**src/rtl/shift_denorm.sv**
```systemverilog
// shift_denorm: multi-cycle logical right shifter for denormalization.
// The shift amount is applied one binary weight per cycle (1, 2, 4, ...).
// The result is valid a fixed LZC_WIDTH cycles after accept.
// The sticky output is the OR of every 1-bit shifted out.
//
// Ports:
//   clk        : clock; all state changes on the rising edge
//   rstn       : asynchronous active-low reset
//   in_valid   : request valid
//   in_ready   : block is idle and can accept a request
//   in_data    : normalized operand, I_WIDTH bits
//   in_shamt   : right-shift amount, LZC_WIDTH bits
//   out_valid  : result valid; held until out_ready
//   out_ready  : consumer accepts the result
//   out_data   : in_data >> in_shamt (zero fill)
//   out_sticky : OR of all bits shifted out
//
// Build option:
//   SHIFT_DENORM_STICKY_EN : when defined, sticky is accumulated.
//                            When undefined, out_sticky is tied to 0.

module shift_denorm #(
    parameter int LZC_WIDTH = 7,
    parameter int I_WIDTH   = 2**(LZC_WIDTH-1)
) (
    input  logic                 clk,
    input  logic                 rstn,
    input  logic                 in_valid,
    output logic                 in_ready,
    input  logic [I_WIDTH-1:0]   in_data,
    input  logic [LZC_WIDTH-1:0] in_shamt,
    output logic                 out_valid,
    input  logic                 out_ready,
    output logic [I_WIDTH-1:0]   out_data,
    output logic                 out_sticky
);

    typedef enum logic [1:0] {
        IDLE  = 2'd0,
        SHIFT = 2'd1,
        DONE  = 2'd2
    } state_t;

    state_t               r_state;
    state_t               w_next;

    logic [LZC_WIDTH-1:0] r_cnt;
    logic [LZC_WIDTH-1:0] r_shamt;
    logic [I_WIDTH-1:0]   r_data;

    logic                 w_accept;
    logic                 w_last;
    logic [31:0]          w_wt;
    logic [I_WIDTH-1:0]   w_shifted;

    assign in_ready  = (r_state == IDLE);
    assign out_valid = (r_state == DONE);
    assign out_data  = r_data;

    assign w_accept  = in_valid && (r_state == IDLE);
    assign w_last    = (r_cnt == LZC_WIDTH'(LZC_WIDTH-1));

    // Weight of the current step; a weight >= I_WIDTH shifts to zero.
    assign w_wt      = 32'd1 << r_cnt;
    assign w_shifted = r_data >> w_wt;

    always_ff @(posedge clk or negedge rstn) begin
        if (!rstn) begin
            r_state <= IDLE;
        end else begin
            r_state <= w_next;
        end
    end

    always_comb begin
        w_next = r_state;
        unique case (r_state)
            IDLE: begin
                if (in_valid) begin
                    w_next = SHIFT;
                end
            end
            SHIFT: begin
                if (w_last) begin
                    w_next = DONE;
                end
            end
            DONE: begin
                if (out_ready) begin
                    w_next = IDLE;
                end
            end
            default: begin
                w_next = IDLE;
            end
        endcase
    end

    // The shift amount is consumed LSB-first so bit 0 always
    // selects whether the current weight is applied.
    always_ff @(posedge clk or negedge rstn) begin
        if (!rstn) begin
            r_data  <= '0;
            r_shamt <= '0;
            r_cnt   <= '0;
        end else if (w_accept) begin
            r_data  <= in_data;
            r_shamt <= in_shamt;
            r_cnt   <= '0;
        end else if (r_state == SHIFT) begin
            if (r_shamt[0]) begin
                r_data <= w_shifted;
            end
            r_shamt <= r_shamt >> 1;
            r_cnt   <= r_cnt + 1'b1;
        end
    end

`ifdef SHIFT_DENORM_STICKY_EN
    logic               r_sticky;
    logic [I_WIDTH-1:0] w_drop;

    // Bits below the step weight fall off; a huge weight drops all.
    assign w_drop = r_data & ~({I_WIDTH{1'b1}} << w_wt);

    always_ff @(posedge clk or negedge rstn) begin
        if (!rstn) begin
            r_sticky <= 1'b0;
        end else if (w_accept) begin
            r_sticky <= 1'b0;
        end else if ((r_state == SHIFT) && r_shamt[0]) begin
            r_sticky <= r_sticky | (|w_drop);
        end
    end

    assign out_sticky = r_sticky;
`else
    assign out_sticky = 1'b0;
`endif

endmodule

```
**config.mk**
```make
export PLATFORM = sky130hd
export DESIGN_NAME = shift_denorm
export DESIGN_NICKNAME = d
export VERILOG_FILES = /design/src/rtl/shift_denorm.sv
export SDC_FILE = /design/constraint.sdc
export NUM_CORES = 1
export LEC_CHECK = 0
export CAP_MARGIN = 20
export CORE_ASPECT_RATIO = 1.5
export CORE_MARGIN = 2
export CORE_UTILIZATION = 49
export CTS_CLUSTER_DIAMETER = 50
export CTS_CLUSTER_SIZE = 25
export DETAILED_ROUTE_END_ITERATION = 6
export DONT_BUFFER_PORTS = 1
export PLACE_DENSITY_LB_ADDON = 0.08
export REMOVE_ABC_BUFFERS = 1
export SLEW_MARGIN = 30
export SYNTH_ARGS = -nofsm -noshare
export SYNTH_HDL_FRONTEND = slang
export SYNTH_SLANG_ARGS = --single-unit
```
**constraint.sdc**
```tcl
create_clock -name clk -period 3.35 [get_ports clk]
set_input_delay 0.5025 -clock clk [delete_from_list [all_inputs] [get_ports clk]]
set_output_delay 0.5025 -clock clk [all_outputs]
set_load 0.01 [all_outputs]
```
Word level (Yosys, flattened, before mapping)
Index checks and enable logic that the tools add are counted.
{ "word_totals": {"register_bits": 80, "latch_bits": 0, "ram_bits": 0, "rom_bits": 0, "inputBits": 75, "elab_cells": 30, "mem_count": 0} }
{ "op_classes": {"n_addsub": 1, "multipliers": 0, "n_div": 0, "n_lt_le_gt_ge": 0, "n_eq_ne": 6, "shift": 2, "n_mux": 11, "n_bitwise": 0, "reduce_logical": 6} }
{ "ops": {"columns": ["cell", "count"], "rows": [
  ["64-bit two-way mux", 3],
  ["64-bit by 32-bit >> shifter with 64-bit output", 1],
  ["1-bit by 7-bit left shift with 32-bit output, first input constant", 1],
  ["7-bit two-way mux", 4],
  ["7-bit by 1-bit adder with 7-bit output, second input constant", 1],
  ["7-bit by 3-bit == test with 1-bit output, second input constant", 1],
  ["2-bit two-way mux", 3],
  ["2-bit one-hot mux with 3 select lines", 1],
  ["2-bit != test, second input constant", 2],
  ["2-bit nonzero test", 2],
  ["3-bit AND reduction", 1],
  ["2-bit by 1-bit == test with 1-bit output, second input constant", 1],
  ["2-bit == test, second input constant", 1],
  ["2-bit logical NOT", 1],
  ["2-bit by 1-bit != test with 1-bit output, second input constant", 1],
  ["2-bit AND reduction", 1],
  ["1-bit logical AND", 1]
]} }

Depth between registers and ports, before layout
Gate-level depths: netlist of the first run.
{ "logic_depth": {"word_depth": 5, "mapped_depth": 11, "mapped_depth_nobuf": 7} }

Least setup slack after synthesis of the first run
No wires, ideal clock.
{ "synth_timing": {"path_type": "reg2reg", "start": "reg r_cnt[1]", "end": "reg r_data[55], in the netlist out_data[55]", "t_arrival_ns": 2.345, "t_required_ns": 3.223, "slack_ns": 0.878, "path_stages_with_launch": 9, "n_path_buf": 1, "period_less_slack_ns": 2.472, "cell_sequence": "dfrtp_1 > buf_2 > nor3_2 > nand2_2 > mux2_1 > a222oi_1 > mux2i_1 > a222oi_1 > inv_1"} }
{ "synth_between": {"elab_chain_len": 5} }
{ "synth_rtl": {"columns": ["element", "line", "rtl"], "rows": [
  ["start, declared", "47", "logic [LZC_WIDTH-1:0] r_cnt;"],
  ["start signal, assigned", "115", "r_cnt <= r_cnt + 1'b1;"],
  ["1-bit by 7-bit left shift with 32-bit output", "64", "assign w_wt = 32'd1 << r_cnt;"],
  ["64-bit by 32-bit >> shifter with 64-bit output", "65", "assign w_shifted = r_data >> w_wt;"],
  ["64-bit two-way mux", "111", "if (r_shamt[0]) begin"],
  ["64-bit two-way mux", "110", "end else if (r_state == SHIFT) begin"],
  ["64-bit two-way mux", "106", "end else if (w_accept) begin"],
  ["end signal, assigned", "107", "r_data <= in_data;"],
  ["end signal, assigned", "112", "r_data <= w_shifted;"],
  ["end, declared", "49", "logic [I_WIDTH-1:0] r_data;"]
]} }
Every way passes these cells. The select of a mux whose other input is x is not followed.
A chain may end at the register's enable or synchronous reset.

Final worst setup path of the first run
{ "layout_timing": {"start": "reg r_cnt[1]", "end": "reg r_data[24], in the netlist out_data[24]"} }
Same word-level chain as after synthesis.

==> run summary, run 1 <==
Outcome: complete, but fails checks
Failing checks: design-rule violations
Worst slew pin tran: 994.4 ps
Final setup margin: 120.0 ps
Placed Area: 0.007441 mm²
Setup violators final: 0
TritonRoute pass-1 iters: 7
Post-CTS Setup Bufs: 0
CTS Buf Count: 9
Total track usage: 50.25%
Most common flop cell mapped by yosys: dfrtp_1
Critical Path Sink: out_data[24]
Setup TNS: 0 ps
Clock sink count: 80
Number of enable flip-flop cells after synthesis: 0
Final std cells w/o fill: 1118
Crit path launch type: flip-flop
H-tree levels: 3
First-pass GRT wire length: 55940 µm
Most instantiated cells after synthesis: 99 x o21ai_0, 94 x a21oi_1, 80 x dfrtp_1, 80 x nand2_1, 78 x nor2_1
Reg2reg end: out_data[24]
R2R setup slack: 120 ps
Ys async rst share: 100.0%
DP Worst Slack: 298.7 ps
#FFs+latches synth: 80
Post-synthesis sequential area ratio: 28.66%
Fin. max-slew vios: 0
Worst r2r src: r_cnt[1]
Final ANT Viol Nets: 0
Die ar.: 0.01524 mm²
HPWL Detailed: 27130 µm
Die X: 101.5 µm
CP endpoint kind: flip-flop
Wirelength per Cell: 34.05 µm
Via Count: 8816
Max-Slew Margin vs Limit: 33.46%
CP Class: reg2reg
Final net count: 998
Antenna Diode Count: 0
Largest net degree at the start of global routing: 81
Mapped Cells: 926
Vias in the first global route: 8671
Initial antenna violation count: 0
Initial DRC count: 1061
Aggregate global routing overflow: 0
Layout Skew: 12.22 ps
Fillcell total: 1386
Syn. warnings: 0
CTS max path bufs: 2
Initial Util: 49.92%
Crit path required time: 3620 ps
Vias per Instance: 7.886
Mean Syn Cell Area: 7.542 µm²
Hold crit path type: in2async
WP data arrival: 3500 ps
Remaining DRCs: 46
Clk pin slew, worst setup/hold paths: 70 ps
Period utilization: 96.42%
Unrepaired setup endpoints after global routing: no
Reg2Reg Depth: 8
Layout cells sized above 1: 12.42%
Synth area leader: dfrtp_1
Max Clk Rate: 309.6 MHz
Ports: 142
CTS tree: yes
Root Driver: clkbuf_16
Top-count cell post-synth: o21ai_0
Final RePlAce weighted congestion: 1.091
Mapped cell area: 0.006984 mm²
Row cnt: 53
Top post-synthesis cells by area: dfrtp_1 29%, o21ai_0 7.1%, a21oi_1 6.7%
IO buf count: 0
MaxCap Viol Count: 0
Count of cell types in the netlist: 70
Max FO, Critical Path: 15
Syn-to-layout area delta: 10.87%
Chip height: 150.2 µm
Placed Cells: 1101
Area share of the largest cell type after synthesis: 28.66%
Period minus WS final: 3230 ps
Routed wire length: 38070 µm
Final hold violation count: 0
Clock network latency to the later pin of the worst-skew pair: 350 ps
CORE AREA: 0.01399 mm²
Critical Path Source: r_cnt[1]
Final Cell Area: 0.007744 mm²
==> critical path, cell delays in order (launching register included) <==
cell	delay [ps]
dfrtp_1	550
buf_4	270
nor2_1	620
a21oi_1	140
a211oi_1	630
nor2_1	100
a211oi_1	480
a221oi_1	170
o21ai_0	190
==> sequential cells by signal (all words and copies together), names as in the netlist <==
name	cells
r_shamt	7
r_cnt	7
r_state	2
out_data	64
==> placed cells by master, fill, tap and decap left out, drive strengths merged, types with 6 or more instances in the layout <==
cell,Yosys,final
a221oi,16,16
o21ai,102,102
a31oi,10,10
dfrtp,80,80
inv,6,6
o21a,6,6
a2bb2oi,8,8
and2,6,6
nor2,78,78
nor3,17,17
a211oi,23,23
nand3,54,54
o31ai,6,6
clkbuf,64,11
o22ai,17,17
mux2i,36,36
o211ai,18,18
a22o,8,8
and3,11,11
a21o,8,8
a21oi,94,94
a211o,9,9
a222oi,10,10
buf,24,72
nand2,81,81
o221ai,8,8
nor2b,6,6
mux2,10,10
a22oi,47,47
==> layout make-up <==
| type | count | area, µm² | area share [%] |
|---|---|---|---|
| tap | 192 | 240.2 | 3.102 |
| inverter | 7 | 26.28 | 0.3393 |
| timing repair buffer | 72 | 585.6 | 7.562 |
| clock buffer | 11 | 232.7 | 3.005 |
| clock inverter | 5 | 33.78 | 0.4363 |
| sequential | 80 | 2003 | 25.87 |
| multi-input combinational | 751 | 4622 | 59.69 |
==> worst min path at each step <==
stage | cells after the start | to | startpoint | slack (ps)
final | 1 | out_data[6] | rstn | 10
after global routing | 1 | out_data[16] | rstn | 60
after CTS | 1 | out_data[18] | rstn | 80
after detailed placement | 0 | out_data[18] | rstn | 210
after global placement | 0 | out_data[18] | rstn | 210
after floorplan | 0 | out_data[0] | rstn | 210
==> repair_timing <==
item / CTS / global route
hold buffers: 1 / 0
endpoints found under the setup margin: 0 / 1
hold endpoints to repair: 80 / 0
resized for setup: 0 / 1
==> kinds of logic (layout without fill, tap and decap cells) <==
logic type | after synthesis | count (layout) | share of synthesized area [%]
other cells | 1 | 1 | 0.05369
compound gates | 418 | 418 | 39.50
flops | 80 | 80 | 28.66
simple gates | 283 | 283 | 19.10
fa+ha+maj | 2 | 2 | 0.3582
buf+inv | 95 | 95 | 5.428
xor+xnor | 1 | 1 | 0.1254
mux | 46 | 46 | 6.772
==> layer usage <==
metal | part of all wire [%] | wire [µm] | global-route usage (%) | vias up
met5 | 0 | 0 | 0 | -
met4 | 9.8 | 3744 | 35.14 | 0
met3 | 14 | 5157 | 19.73 | 301
met2 | 45 | 17020 | 78.15 | 822
met1 | 32 | 12150 | 55.59 | 4136
li1 | - | - | - | 3557
==> per-stage QoR <==
stage	hold slack, ps	util (%)
finish	14.44	55.34
global route	62.68	55.34
CTS	77.07	55.28
detailed placement	208.7	53.18
global placement	208.4	53.18
floorplan	206.9	-
Power of run 1 is not shown: default switching activity piles up to over one toggle a cycle in this logic, so the estimate is an artifact.
==> run 2, diff against run 1 <==
- CELL_PAD_IN_SITES_DETAIL_PLACEMENT: unset -> 0
- CELL_PAD_IN_SITES_GLOBAL_PLACEMENT: unset -> 1
- CORE_UTILIZATION: 49 -> 47
- clock period: 3.35 -> 3.5 ns (I/O delays scaled with it)
==> run summary, run 2 (synthesis results as in run 1) <==
Most frequent cells in the layout: 99 x o21ai_0, 94 x a21oi_1, 80 x nand2_1
Initial DRC count: 1374
CP max stage delay: 730 ps
TritonRoute pass-1 iters: 6
Max-Slew Margin vs Limit: 37.61%
CORE AREA: 0.01453 mm²
Core Util, Final: 52.80%
Final net count: 984
Met3 Resource Use GR: 14.41%
CTS tree: yes
Die X: 103.5 µm
Root Driver: clkbuf_16
Outcome: finished clean
Most Crowded Layer GR: met2
Vias in the first global route: 8440
Max Clk Rate: 291.5 MHz
Chip height: 153.3 µm
Clock network latency to the later pin of the worst-skew pair: 350 ps
Post-CTS Hold Fix Bufs: 1
CP Class: reg2reg
Vias per Instance: 7.908
Ports: 142
Remaining DRCs: 0
HPWL Detailed: 27160 µm
Layout cells sized above 1: 10.96%
M1 GR Usage: 53.43%
Via Count: 8762
First-pass GRT wire length: 56100 µm
Setup violators final: 0
WP data arrival: 3600 ps
Max FO, Critical Path: 8
H-tree levels: 3
Initial antenna violation count: 1
Period utilization: 98.00%
Syn-to-layout area delta: 9.817%
Placed Area: 0.007308 mm²
Cts repair resizes: 0
Routed wire length: 38210 µm
Final hold violation count: 0
CP endpoint kind: flip-flop
Final Cell Area: 0.007670 mm²
Hold Slack: 45.32 ps
CTS Buf Count: 9
Crit path required time: 3670 ps
Hold crit path type: in2async
Final ANT Viol Nets: 0
Worst slew pin tran: 935.8 ps
Post-CTS Setup Bufs: 0
Max FFs per register: 64
Antenna Diode Count: 0
Period minus WS final: 3430 ps
Unrepaired setup endpoints after global routing: no
Initial Util: 48.08%
Die ar.: 0.01587 mm²
Layout Skew: 9.199 ps
Critical path's slowest cell: o311ai_0
Crit-path cells: and3b_1 > o31ai_4 > nor2_1 > nand2_1 > o311ai_0
Fillcell total: 1427
Met2 Usage GRT: 74.27%
Largest net degree at the start of global routing: 81
Commonest non-fill, non-tap cell in the layout: o21ai_0
Setup TNS: 0 ps
CTS max path bufs: 2
MaxCap Viol Count: 0
Wirelength per Cell: 34.49 µm
Clock sink count: 80
Final RePlAce weighted congestion: 1.108
Crit path launch type: flip-flop
Clk pin slew, worst setup/hold paths: 70 ps
Row cnt: 54
IO buf count: 0
Aggregate global routing overflow: 0
Total track usage: 46.94%
Fin. max-slew vios: 0
-- run 2: changes by cell type in the layout (fill, tap and decap cells not counted), sizes merged --
cell | previous run | this run
bufinv | 0 | 1
inv | 6 | 8
clkinvlp | 2 | 1
buf | 72 | 58
clkinv | 4 | 2
-- run 2: path summary, 6_finish.rpt --
kind | from | to | slack, ps | cells after the start
min in group clk | in_shamt[6] | r_shamt[6] | 290 | 2
max reg2reg | r_state[1] | out_data[27] | 70 | 5
max in group asynchronous | rstn | r_cnt[0] | 3040 | 1
min reg2reg | r_shamt[1] | r_shamt[1] | 480 | 2
min | rstn | out_data[18] | 50 | 1
max | r_state[1] | out_data[27] | 70 | 5
-- run 2: layer usage --
| metal | part of all wire [%] | wire length [µm] |
|---|---|---|
| met4 | 9.5 | 3630 |
| met2 | 44 | 16960 |
| met1 | 33 | 12430 |
| met5 | 0 | 0 |
| met3 | 14 | 5184 |
-- run 2: layout make-up --
cell class / instances / area, µm² / area share [%]
timing repair buffer: 58 / 475.5 / 6.199
clock inverter: 5 / 63.81 / 0.8320
clock buffer: 11 / 242.7 / 3.165
inverter: 7 / 26.28 / 0.3426
sequential: 80 / 2003 / 26.12
tap: 196 / 245.2 / 3.197
multi-input combinational: 751 / 4613 / 60.15
-- run 2: critical path, delay by kind of cell, from the launching register on --
family / cells / cell delay (ps)
AO/OA/AOI/OAI: 2 / 890
AND/OR/NAND/NOR: 3 / 1950
flip-flops: 1 / 410
-- run 2: stage by stage --
stage	setup slack, ps	instances
4_1_cts	438.3	1107
2_1_floorplan	-584.6	838
5_1_grt	174.5	1108
3_3_place_gp	438.0	1090
6_report	69.85	1108
3_5_place_dp	463.0	1090
Power of run 2 is left out for the same reason.
